<file path="src/rtl/pht_ctrl_pkg.sv">
// Shared definitions for the gshare predictor history/update controller.
package pht_ctrl_pkg;

  // Default table index width (table depth is 2**INDEX) and update-queue depth.
  localparam int PHT_INDEX_DEFAULT = 10;
  localparam int PHT_DEPTH_DEFAULT = 4;

  // RUN accepts lookups; RECOVER blocks them for one cycle after a history repair.
  typedef enum logic {
    RUN     = 1'b0,
    RECOVER = 1'b1
  } pht_state_e;

endpackage : pht_ctrl_pkg

</file>
<file path="src/rtl/pht_ctrl_if.sv">
// Lookup, resolve and table-port signals of the predictor controller.
// The slave side is the controller; the master side is the pipeline plus the table.
interface pht_ctrl_if
  import pht_ctrl_pkg::*;
#(
  parameter int INDEX = PHT_INDEX_DEFAULT
);

  // Fetch-stage lookup
  logic             lookup_valid;
  logic [31:0]      lookup_pc;
  logic             lookup_ready;
  logic [INDEX-1:0] pred_sel;
  logic             pred;
  logic [INDEX-1:0] lookup_hist;

  // Branch resolution
  logic             resolve_valid;
  logic [INDEX-1:0] resolve_idx;
  logic [INDEX-1:0] resolve_hist;
  logic             resolve_taken;
  logic             resolve_mispredict;
  logic             resolve_ready;

  // Table write port
  logic [INDEX-1:0] update_sel;
  logic             update;
  logic             up_down;

  modport slave (
    input  lookup_valid, lookup_pc, pred,
    input  resolve_valid, resolve_idx, resolve_hist, resolve_taken, resolve_mispredict,
    output lookup_ready, pred_sel, lookup_hist,
    output resolve_ready,
    output update_sel, update, up_down
  );

  modport master (
    output lookup_valid, lookup_pc, pred,
    output resolve_valid, resolve_idx, resolve_hist, resolve_taken, resolve_mispredict,
    input  lookup_ready, pred_sel, lookup_hist,
    input  resolve_ready,
    input  update_sel, update, up_down
  );

endinterface : pht_ctrl_if

</file>
<file path="src/rtl/pht_update_fifo.sv">
// Small circular queue holding pending predictor-table updates.
// Push is ignored when full and pop is ignored when empty, so a push and pop
// in the same cycle never bypass through an empty queue and never squeeze
// an extra entry into a full one.
module pht_update_fifo
  import pht_ctrl_pkg::*;
#(
  parameter int DEPTH = PHT_DEPTH_DEFAULT,
  parameter int WIDTH = PHT_INDEX_DEFAULT + 1
) (
  input  logic             clk,
  input  logic             reset,
  input  logic             i_push,
  input  logic [WIDTH-1:0] i_pushData,
  input  logic             i_pop,
  output logic [WIDTH-1:0] o_popData,
  output logic             o_full,
  output logic             o_empty
);

  localparam int PTR_W = $clog2(DEPTH);
  localparam int CNT_W = $clog2(DEPTH + 1);

  logic [WIDTH-1:0] r_mem [DEPTH];
  logic [PTR_W-1:0] r_wrPtr;
  logic [PTR_W-1:0] r_rdPtr;
  logic [CNT_W-1:0] r_count;
  logic             w_doPush;
  logic             w_doPop;

  assign o_full    = (r_count == CNT_W'(DEPTH));
  assign o_empty   = (r_count == '0);
  assign w_doPush  = i_push && !o_full;
  assign w_doPop   = i_pop && !o_empty;
  assign o_popData = r_mem[r_rdPtr];

  // Storage needs no reset: only entries below the count are ever read.
  always_ff @(posedge clk) begin
    if (w_doPush) begin
      r_mem[r_wrPtr] <= i_pushData;
    end
  end

  // Pointers wrap naturally at DEPTH; the count tracks occupancy 0..DEPTH.
  always_ff @(posedge clk or negedge reset) begin
    if (!reset) begin
      r_wrPtr <= '0;
      r_rdPtr <= '0;
      r_count <= '0;
    end else begin
      if (w_doPush) begin
        r_wrPtr <= r_wrPtr + PTR_W'(1);
      end
      if (w_doPop) begin
        r_rdPtr <= r_rdPtr + PTR_W'(1);
      end
      case ({w_doPush, w_doPop})
        2'b10:   r_count <= r_count + CNT_W'(1);
        2'b01:   r_count <= r_count - CNT_W'(1);
        default: r_count <= r_count;
      endcase
    end
  end

endmodule : pht_update_fifo

</file>
<file path="src/rtl/pht_ctrl.sv">
// Gshare history and update controller: forms the table read index from the
// fetch PC and the speculative global history, repairs the history on a
// mispredict, and queues resolved outcomes for the table write port.
module pht_ctrl
  import pht_ctrl_pkg::*;
#(
  parameter int INDEX = PHT_INDEX_DEFAULT,
  parameter int DEPTH = PHT_DEPTH_DEFAULT
) (
  input  logic       clk,
  input  logic       reset,
  input  logic       stall,
  pht_ctrl_if.slave  bus
);

  pht_state_e       r_state;
  pht_state_e       w_stateNext;
  logic [INDEX-1:0] r_ghr;
  logic [INDEX-1:0] w_ghrNext;
  logic             w_lookupReady;
  logic             w_lookupAccept;
  logic             w_resolveAccept;
  logic             w_mispredict;
  logic             w_fifoFull;
  logic             w_fifoEmpty;
  logic             w_pop;
  logic [INDEX:0]   w_headEntry;
  logic             w_unusedBits;

  // Only the word-aligned index bits of the PC and the low history bits of the
  // checkpoint take part in the logic.
  assign w_unusedBits = ^{bus.lookup_pc[31:INDEX+2], bus.lookup_pc[1:0],
                          bus.resolve_hist[INDEX-1]};

  assign w_lookupAccept  = bus.lookup_valid && w_lookupReady;
  assign w_resolveAccept = bus.resolve_valid && !w_fifoFull;
  assign w_mispredict    = w_resolveAccept && bus.resolve_mispredict;
  assign w_pop           = !w_fifoEmpty && !stall;

  assign bus.pred_sel      = bus.lookup_pc[INDEX+1:2] ^ r_ghr;
  assign bus.lookup_hist   = r_ghr;
  assign bus.lookup_ready  = w_lookupReady;
  assign bus.resolve_ready = !w_fifoFull;
  assign bus.update        = w_pop;
  assign bus.update_sel    = w_headEntry[INDEX:1];
  assign bus.up_down       = w_headEntry[0];

  // FSM state register; stall deliberately has no effect on it.
  always_ff @(posedge clk or negedge reset) begin
    if (!reset) begin
      r_state <= RUN;
    end else begin
      r_state <= w_stateNext;
    end
  end

  // Any accepted mispredict (re)enters RECOVER; RECOVER otherwise lasts one cycle.
  always_comb begin
    w_stateNext   = r_state;
    w_lookupReady = 1'b1;
    case (r_state)
      RUN: begin
        w_lookupReady = 1'b1;
        if (w_mispredict) begin
          w_stateNext = RECOVER;
        end
      end
      RECOVER: begin
        w_lookupReady = 1'b0;
        w_stateNext   = w_mispredict ? RECOVER : RUN;
      end
      default: begin
        w_stateNext   = RUN;
        w_lookupReady = 1'b1;
      end
    endcase
  end

  // History repair wins over speculation and ignores stall; speculation is frozen by stall.
  always_comb begin
    w_ghrNext = r_ghr;
    if (w_mispredict) begin
      w_ghrNext = {bus.resolve_hist[INDEX-2:0], bus.resolve_taken};
    end else if (w_lookupAccept && !stall) begin
      w_ghrNext = {r_ghr[INDEX-2:0], bus.pred};
    end
  end

  // Global history register.
  always_ff @(posedge clk or negedge reset) begin
    if (!reset) begin
      r_ghr <= '0;
    end else begin
      r_ghr <= w_ghrNext;
    end
  end

  pht_update_fifo #(
    .DEPTH (DEPTH),
    .WIDTH (INDEX + 1)
  ) u_updateFifo (
    .clk        (clk),
    .reset      (reset),
    .i_push     (w_resolveAccept),
    .i_pushData ({bus.resolve_idx, bus.resolve_taken}),
    .i_pop      (w_pop),
    .o_popData  (w_headEntry),
    .o_full     (w_fifoFull),
    .o_empty    (w_fifoEmpty)
  );

endmodule : pht_ctrl
</file>
<file path="src/flat_wrapper.sv">
// flat-port wrapper written by rule: the top's interface ports become plain ports
module pht_ctrl_flat import pht_ctrl_pkg::*;
#(
  parameter int INDEX = PHT_INDEX_DEFAULT,
  parameter int DEPTH = PHT_DEPTH_DEFAULT
)
  (clk, reset, stall, bus_lookup_valid, bus_lookup_pc, bus_pred, bus_resolve_valid, bus_resolve_idx, bus_resolve_hist, bus_resolve_taken, bus_resolve_mispredict, bus_lookup_ready, bus_pred_sel, bus_lookup_hist, bus_resolve_ready, bus_update_sel, bus_update, bus_up_down);
  pht_ctrl_if #(.INDEX(INDEX)) bus_i ();
  input  logic clk;
  input  logic reset;
  input  logic stall;
  input wire logic [$bits(bus_i.lookup_valid)-1:0] bus_lookup_valid;
  input wire logic [$bits(bus_i.lookup_pc)-1:0] bus_lookup_pc;
  input wire logic [$bits(bus_i.pred)-1:0] bus_pred;
  input wire logic [$bits(bus_i.resolve_valid)-1:0] bus_resolve_valid;
  input wire logic [$bits(bus_i.resolve_idx)-1:0] bus_resolve_idx;
  input wire logic [$bits(bus_i.resolve_hist)-1:0] bus_resolve_hist;
  input wire logic [$bits(bus_i.resolve_taken)-1:0] bus_resolve_taken;
  input wire logic [$bits(bus_i.resolve_mispredict)-1:0] bus_resolve_mispredict;
  output wire logic [$bits(bus_i.lookup_ready)-1:0] bus_lookup_ready;
  output wire logic [$bits(bus_i.pred_sel)-1:0] bus_pred_sel;
  output wire logic [$bits(bus_i.lookup_hist)-1:0] bus_lookup_hist;
  output wire logic [$bits(bus_i.resolve_ready)-1:0] bus_resolve_ready;
  output wire logic [$bits(bus_i.update_sel)-1:0] bus_update_sel;
  output wire logic [$bits(bus_i.update)-1:0] bus_update;
  output wire logic [$bits(bus_i.up_down)-1:0] bus_up_down;
  assign bus_i.lookup_valid = bus_lookup_valid;
  assign bus_i.lookup_pc = bus_lookup_pc;
  assign bus_i.pred = bus_pred;
  assign bus_i.resolve_valid = bus_resolve_valid;
  assign bus_i.resolve_idx = bus_resolve_idx;
  assign bus_i.resolve_hist = bus_resolve_hist;
  assign bus_i.resolve_taken = bus_resolve_taken;
  assign bus_i.resolve_mispredict = bus_resolve_mispredict;
  assign bus_lookup_ready = bus_i.lookup_ready;
  assign bus_pred_sel = bus_i.pred_sel;
  assign bus_lookup_hist = bus_i.lookup_hist;
  assign bus_resolve_ready = bus_i.resolve_ready;
  assign bus_update_sel = bus_i.update_sel;
  assign bus_update = bus_i.update;
  assign bus_up_down = bus_i.up_down;
  pht_ctrl #(.INDEX(INDEX), .DEPTH(DEPTH)) u_core (.clk(clk), .reset(reset), .stall(stall), .bus(bus_i));
endmodule
</file>
<file path="config.mk">
export PLATFORM = sky130hd
export DESIGN_NAME = pht_ctrl_flat
export DESIGN_NICKNAME = d
export VERILOG_FILES = /design/src/rtl/pht_ctrl_pkg.sv /design/src/rtl/pht_ctrl_if.sv /design/src/rtl/pht_update_fifo.sv /design/src/rtl/pht_ctrl.sv /design/src/flat_wrapper.sv
export SDC_FILE = /design/constraint.sdc
export NUM_CORES = 1
export LEC_CHECK = 0
export ABC_AREA = 0
export BUFFER_PORTS_ARGS = -buffer_cell sky130_fd_sc_hd__buf_4
export CAP_MARGIN = 20
export CORE_UTILIZATION = 25
export CTS_BUF_LIST = sky130_fd_sc_hd__clkbuf_4 sky130_fd_sc_hd__clkbuf_8
export DETAILED_ROUTE_END_ITERATION = 7
export GPL_TIMING_DRIVEN = 1
export HOLD_SLACK_MARGIN = 0.1
export PLACE_DENSITY_LB_ADDON = 0.1
export REMOVE_ABC_BUFFERS = 1
export SYNTH_ARGS = -nofsm -noshare
export SYNTH_HDL_FRONTEND = slang
export SYNTH_SLANG_ARGS = --single-unit
</file>
<file path="constraint.sdc">
create_clock -name clk -period 2.7 [get_ports clk]
set_input_delay 0.405 -clock clk [delete_from_list [all_inputs] [get_ports clk]]
set_output_delay 0.405 -clock clk [all_outputs]
set_load 0.1 [all_outputs]
</file>
==> metrics.cfg, run 1 <==
[final_layout]
final_cell_mix = buf_4 (73), edfxtp_1 (44), dfrtp_1 (18)
final_nets = 298
diodes = 0
area_growth_pct = 33.30
drive_gt1_frac = 0.4726
final_common_cell = buf_4

[synth]
synth-seq-cells = 62
avgSynthCellArea_um2 = 17.19
yosysSeqAreaShare = 0.6651
synth_top_family_by_area = multiplexers
synthXorXnorAreaFrac = 0.05261
netlist_area_um2 = 2664
syn_inst = 155
synthAdderAreaFrac = 0.03100
synthMuxAreaShare = 0.1362
synth_simple_gate_area_share = 0.05543
netlist-cell-type-count = 27
synth_compound_area_frac = 0.03335
yosys_warnings = 0

[sta]
setup_viol = 0
fin_crit_ns = 2.214
rsz0062_at_grt = false
worst_pin_slew_ns = 0.6549
max_freq_mhz = 451.7
slew_headroom = 0.5634
hold_ws_ns = 0.2719
maxSlewViolCount = 0
finalHoldViolCount = 0
clock_skew_ns = 0.009829
fin_crit_sh = 0.8199

[setup_path]
worstPathArrival_ns = 1.81
cp-start-kind = register
critPathCaptureType = output port
crit_type = register to output port
worstPathRequired_ns = 2.30
path_max_fanout = 11

[clock_tree]
cts.path.max_buffers = 2
htree_levels = 3
cts.reportedPaths.clkPinSlew_ns = 0.08
numCtsBuffers = 9
root_buffer = clkbuf_8
tritoncts = built
cts_setup_buffers = 0
cts.sinks = 62
clock_latency_ns = 0.33
ctsResizeCount = 0

[hold_path]
hold_path.class = primary input to register

[routing]
wl_per_cell_um = 15.33
vias = 1571
first_pass_iters = 4
wirelength_um = 5719
routed_via_density = 4.212
ant_nets = 0
drc = 0
drtIter0Drc = 35

[die]
core_area_um2 = 10320
die_y_um = 105.2
ios = 94
rows = 37
die-area_um2 = 11070
start_util = 0.2580
die-width_um = 105.2

[outcome]
outcome = finished clean

[job]
cap_violations = 0

[global_routing]
antenna_found_initial = 0
grt_pass1_wl_um = 9032
grt_max_degree = 19
grt_overflow = 0
grtUsageTotal = 0.1102
grt_pass1_vias = 1647

[placed_design]
place_hpwl_um = 3892
place_congestion = 0.6460
portBuffers = 70

-- repair_timing --
item | CTS | global route
hold buffers | 1 | 0
setup endpoints to repair | 0 | 0
hold endpoints to repair | 18 | 0
-- worst max-delay path: stages, from the launching register on --
cell and delay (ns):
dfrtp_1 0.39, buf_4 0.28, mux4_2 0.56, buf_4 0.25
-- routing by layer --
| metal | GRT usage | vias up | part of all wire | wire length [um] |
|---|---|---|---|---|
| li1 | - | 741 | - | - |
| met1 | 0.1415 | 797 | 0.44 | 2493 |
| met2 | 0.1753 | 26 | 0.51 | 2927 |
| met3 | 0.02845 | 7 | 0.039 | 223 |
| met4 | 0.04829 | 0 | 0.013 | 74 |
| met5 | 0 | - | 0 | 0 |
-- Yosys cell counts, drive strengths merged --
| master | n | area (um2) |
|---|---|---|
| o21ai | 11 | 88.84 |
| mux2i | 10 | 100.1 |
| clkbuf | 3 | 12.51 |
| nor2 | 2 | 7.510 |
| mux4 | 11 | 247.7 |
| fa | 1 | 20.02 |
| dfrtp | 18 | 450.4 |
| xnor2 | 2 | 17.52 |
| nand2 | 1 | 3.750 |
| ha | 5 | 62.56 |
| edfxtp | 44 | 1321 |
| and3 | 5 | 36.28 |
| nand4 | 10 | 62.56 |
| inv | 7 | 26.28 |
| and2 | 1 | 8.760 |
| xor2 | 14 | 122.6 |
| mux2 | 1 | 15.01 |
| nor3 | 1 | 5.000 |
| or3b | 1 | 8.760 |
| buf | 5 | 31.28 |
| nor3b | 2 | 15.01 |
-- layout make-up --
| class | instances | area, um2 |
|---|---|---|
| Clock buffer | 9 | 123.9 |
| Tap cell | 136 | 170.2 |
| Multi-Input combinational cell | 78 | 827.0 |
| Timing Repair Buffer | 74 | 558.0 |
| Inverter | 7 | 26.28 |
| Sequential cell | 62 | 1772 |
| Fill cell | 1017 | 6773 |
| Clock inverter | 7 | 73.82 |
-- logic make-up after synthesis --
group | count (synthesis)
flip-flops | 62
AO/OA/AOI/OAI | 11
XOR/XNOR | 16
AND/OR/NAND/NOR | 23
buffers and inverters | 15
multiplexers | 22
adder cells (fa/ha/maj) | 6
-- registers in the layout, summed over array words and instances, names as in the netlist --
| register | flops |
|---|---|
| u_core.u_updateFifo.r_mem | 44 |
| u_core.bus.lookup_hist | 10 |
| u_core.u_updateFifo.r_count | 3 |
| u_core.u_updateFifo.r_rdPtr | 2 |
| u_core.u_updateFifo.r_wrPtr | 2 |
| u_core.r_state | 1 |
-- per-stage QoR --
stage	TNS (ns)	util	setup WS, ns	std cells	area (um2)
CTS	0	0.3440	0.4489	373	3551
detailed placement	0	0.3238	0.5727	356	3343
global route	0	0.3440	0.3930	373	3551
global placement	0	0.3238	0.5631	356	3343
finish	0	0.3440	0.4863	373	3551
floorplan	-2.013	-	-0.3478	147	2620
-- final timing paths --
check,from,to,slack [ns],cells after the start
worst max-delay path,u_core.u_updateFifo.r_rdPtr[0],bus_up_down,0.49,3
min in group asynchronous,reset,u_core.bus.lookup_hist[4],0.49,2
worst min register to register,u_core.u_updateFifo.r_count[2],u_core.u_updateFifo.r_count[2],0.50,1
worst min-delay path,bus_resolve_idx[7],u_core.u_updateFifo.r_mem[3][8],0.27,1
max in group asynchronous,reset,u_core.u_updateFifo.r_wrPtr[0],1.99,2
worst max register to register,u_core.u_updateFifo.r_count[0],u_core.u_updateFifo.r_count[2],0.58,9
Power of run 1 is left out: the tool's default activity adds up to more than one toggle a clock period on the data nets, which glitch-free logic cannot reach.
==> run 2, diff against run 1 <==
clock period = 1.9 ns   (was 2.7 ns; I/O delays follow)
==> metrics.cfg, run 2 (synthesized netlist as in run 1, its figures left out) <==
[outcome]
outcome = complete, but fails checks  ; was finished clean
violations = setup timing

[routing]
drc = 0  ; unchanged
wirelength_um = 5763  ; was 5719 um
wl_per_cell_um = 15.01  ; was 15.33 um
routed_via_density = 4.154  ; was 4.212
drtIter0Drc = 52  ; was 35
first_pass_iters = 4  ; unchanged
vias = 1595  ; was 1571
ant_nets = 0  ; unchanged

[setup_path]
r2r_start = u_core.u_updateFifo.r_count[0]  ; unchanged
crit_type = register to register  ; was register to output port
crit_chain = or3b_1, and2_4, inv_2, ha_4, inv_2, fa_2, xor2_1, nor2_1, xor2_1  ; was buf_4, mux4_2, buf_4
worstPathRequired_ns = 2.16  ; was 2.30 ns
cp-start-kind = register  ; unchanged
critPathBufInv = 2  ; unchanged
critPathCaptureType = register  ; was output port
path_max_fanout = 2  ; was 11
worstPathArrival_ns = 2.21  ; was 1.81 ns
crit_start = u_core.u_updateFifo.r_count[0]  ; was u_core.u_updateFifo.r_rdPtr[0]
cpPeakStageDelay_ns = 0.39  ; was 0.56 ns
critical-path-top-delay-family = simple AND/OR/NAND/NOR gates  ; was multiplexers
critPathSlowestCell = or3b_1  ; was mux4_2

[final_layout]
diodes = 0  ; unchanged
largest_register = u_core.u_updateFifo.r_mem  ; unchanged
largest_reg_flops = 44  ; unchanged
drive_gt1_frac = 0.5202  ; was 0.4726
final_cell_mix = buf_4 (70), edfxtp_1 (44), dfrtp_1 (18)  ; was buf_4 (73), edfxtp_1 (44), dfrtp_1 (18)
final-instance-count-excl-fill = 384  ; was 373
area_growth_pct = 41.43  ; was 33.30%
postLayoutCoreUtil = 0.3649  ; was 0.3440
final_common_cell = buf_4  ; unchanged
final_nets = 309  ; was 298

[sta]
setup_viol = 6  ; was 0
finalWorstSetupSlack_ns = -0.05455  ; was 0.4863 ns
fin_crit_sh = 1.029
slew_headroom = 0.5824  ; was 0.5634
max_freq_mhz = 511.6
maxSlewViolCount = 0  ; unchanged
setup-tns-final_ns = -0.1290  ; was 0 ns
fin_crit_ns = 1.955
finalHoldViolCount = 0  ; unchanged
rsz0062_at_grt = true  ; was false
clock_skew_ns = 0.006568  ; was 0.009829 ns
worst_pin_slew_ns = 0.6265  ; was 0.6549 ns

[clock_tree]
cts.sinks = 62  ; unchanged
clock_latency_ns = 0.33  ; about the same
root_buffer = clkbuf_8  ; unchanged
htree_levels = 3  ; unchanged
tritoncts = built  ; unchanged
numCtsBuffers = 9  ; unchanged
cts.path.max_buffers = 2  ; unchanged
cts.reportedPaths.clkPinSlew_ns = 0.07  ; was 0.08 ns

[die]
start_util = 0.2580  ; unchanged
ios = 94  ; unchanged
die-area_um2 = 11070  ; unchanged
die_y_um = 105.2  ; unchanged
die-width_um = 105.2  ; unchanged
rows = 37  ; unchanged
core_area_um2 = 10320  ; unchanged

[global_routing]
antenna_found_initial = 0  ; unchanged
busiest_layer = met2  ; unchanged
grtUsageTotal = 0.1124  ; was 0.1102
grt_pass1_wl_um = 9259  ; was 9032 um
use_met2 = 0.1795  ; was 0.1753
met1_usage = 0.1457  ; was 0.1415
grt_pass1_vias = 1696  ; was 1647
grt_overflow = 0  ; unchanged
gr-usage-met3 = 0.02845  ; unchanged
grt_max_degree = 19  ; unchanged

[job]
cap_violations = 0  ; unchanged

[placed_design]
place_inst = 364  ; was 356
place_congestion = 0.6517  ; was 0.6460
place_hpwl_um = 3946  ; was 3892 um
portBuffers = 70  ; unchanged
post-place-ws_ns = -0.1493  ; was 0.5727 ns

[hold_path]
hold_path.class = primary input to register  ; unchanged
hp-start = bus_resolve_idx[3]  ; was bus_resolve_idx[7]

==> run 2: cell types whose count changed in the layout (fill, tap and decap cells not counted), moves of 2 or more <==
cell / delta
inv_1: -2
buf_4: -3
bufinv_16: +2
buf_12: +2
inv_2: +2
buf_6: +12
==> run 2: routing by layer <==
| metal | wire length (um) | vias up |
|---|---|---|
| met4 | 29 | 0 |
| met5 | 0 | - |
| met2 | 2985 | 28 |
| met3 | 192 | 2 |
| li1 | - | 761 |
| met1 | 2555 | 804 |
==> run 2: what timing repair did <==
action | 4_1_cts | 5_1_grt
setup buffers | 2 | 1
hold endpoints to repair | 18 | 0
hold buffers | 1 | 0
cloned | 0 | 0
endpoints found under the setup margin | 12 | 14
resized for setup | 17 | 2
pin swaps | 5 | 5
==> run 2: metrics by stage <==
stage                     area [um2]  hold WS [ns]
final                           3767        0.1558
after detailed placement        3428        0.1819
after global routing            3767        0.1368
after global placement          3428        0.1836
after floorplan                 2620      -0.01059
after CTS                       3756        0.1407
==> run 2: worst paths after layout <==
kind / cells past startpoint / endpoint / slack, ns
min in group asynchronous: 2 / u_core.bus.lookup_hist[3] / 0.37
setup reg to reg: 9 / u_core.u_updateFifo.r_count[2] / -0.05
hold / removal: 1 / u_core.u_updateFifo.r_mem[1][4] / 0.16
hold reg to reg: 1 / u_core.u_updateFifo.r_rdPtr[1] / 0.53
setup / recovery: 9 / u_core.u_updateFifo.r_count[2] / -0.05
max in group asynchronous: 2 / u_core.u_updateFifo.r_wrPtr[0] / 1.32
==> run 2: area by class of cell <==
| class | count | area [um2] |
|---|---|---|
| fillers | 969 | 6556 |
| multi-input cells | 78 | 847.1 |
| repair buffers | 85 | 710.7 |
| clock inverters | 6 | 110.1 |
| well taps | 136 | 170.2 |
| inverters | 7 | 26.28 |
| flip-flops and latches | 62 | 1772 |
| clock buffers | 10 | 131.4 |
==> run 2: worst reg2reg max path, cell delays in order, from the launching register on <==
cell	delay [ns]
dfrtp_1	0.37
or3b_1	0.39
and2_4	0.18
inv_2	0.06
ha_4	0.13
inv_2	0.04
fa_2	0.33
xor2_1	0.15
nor2_1	0.11
xor2_1	0.15
Power of run 2 is left out for the same reason.
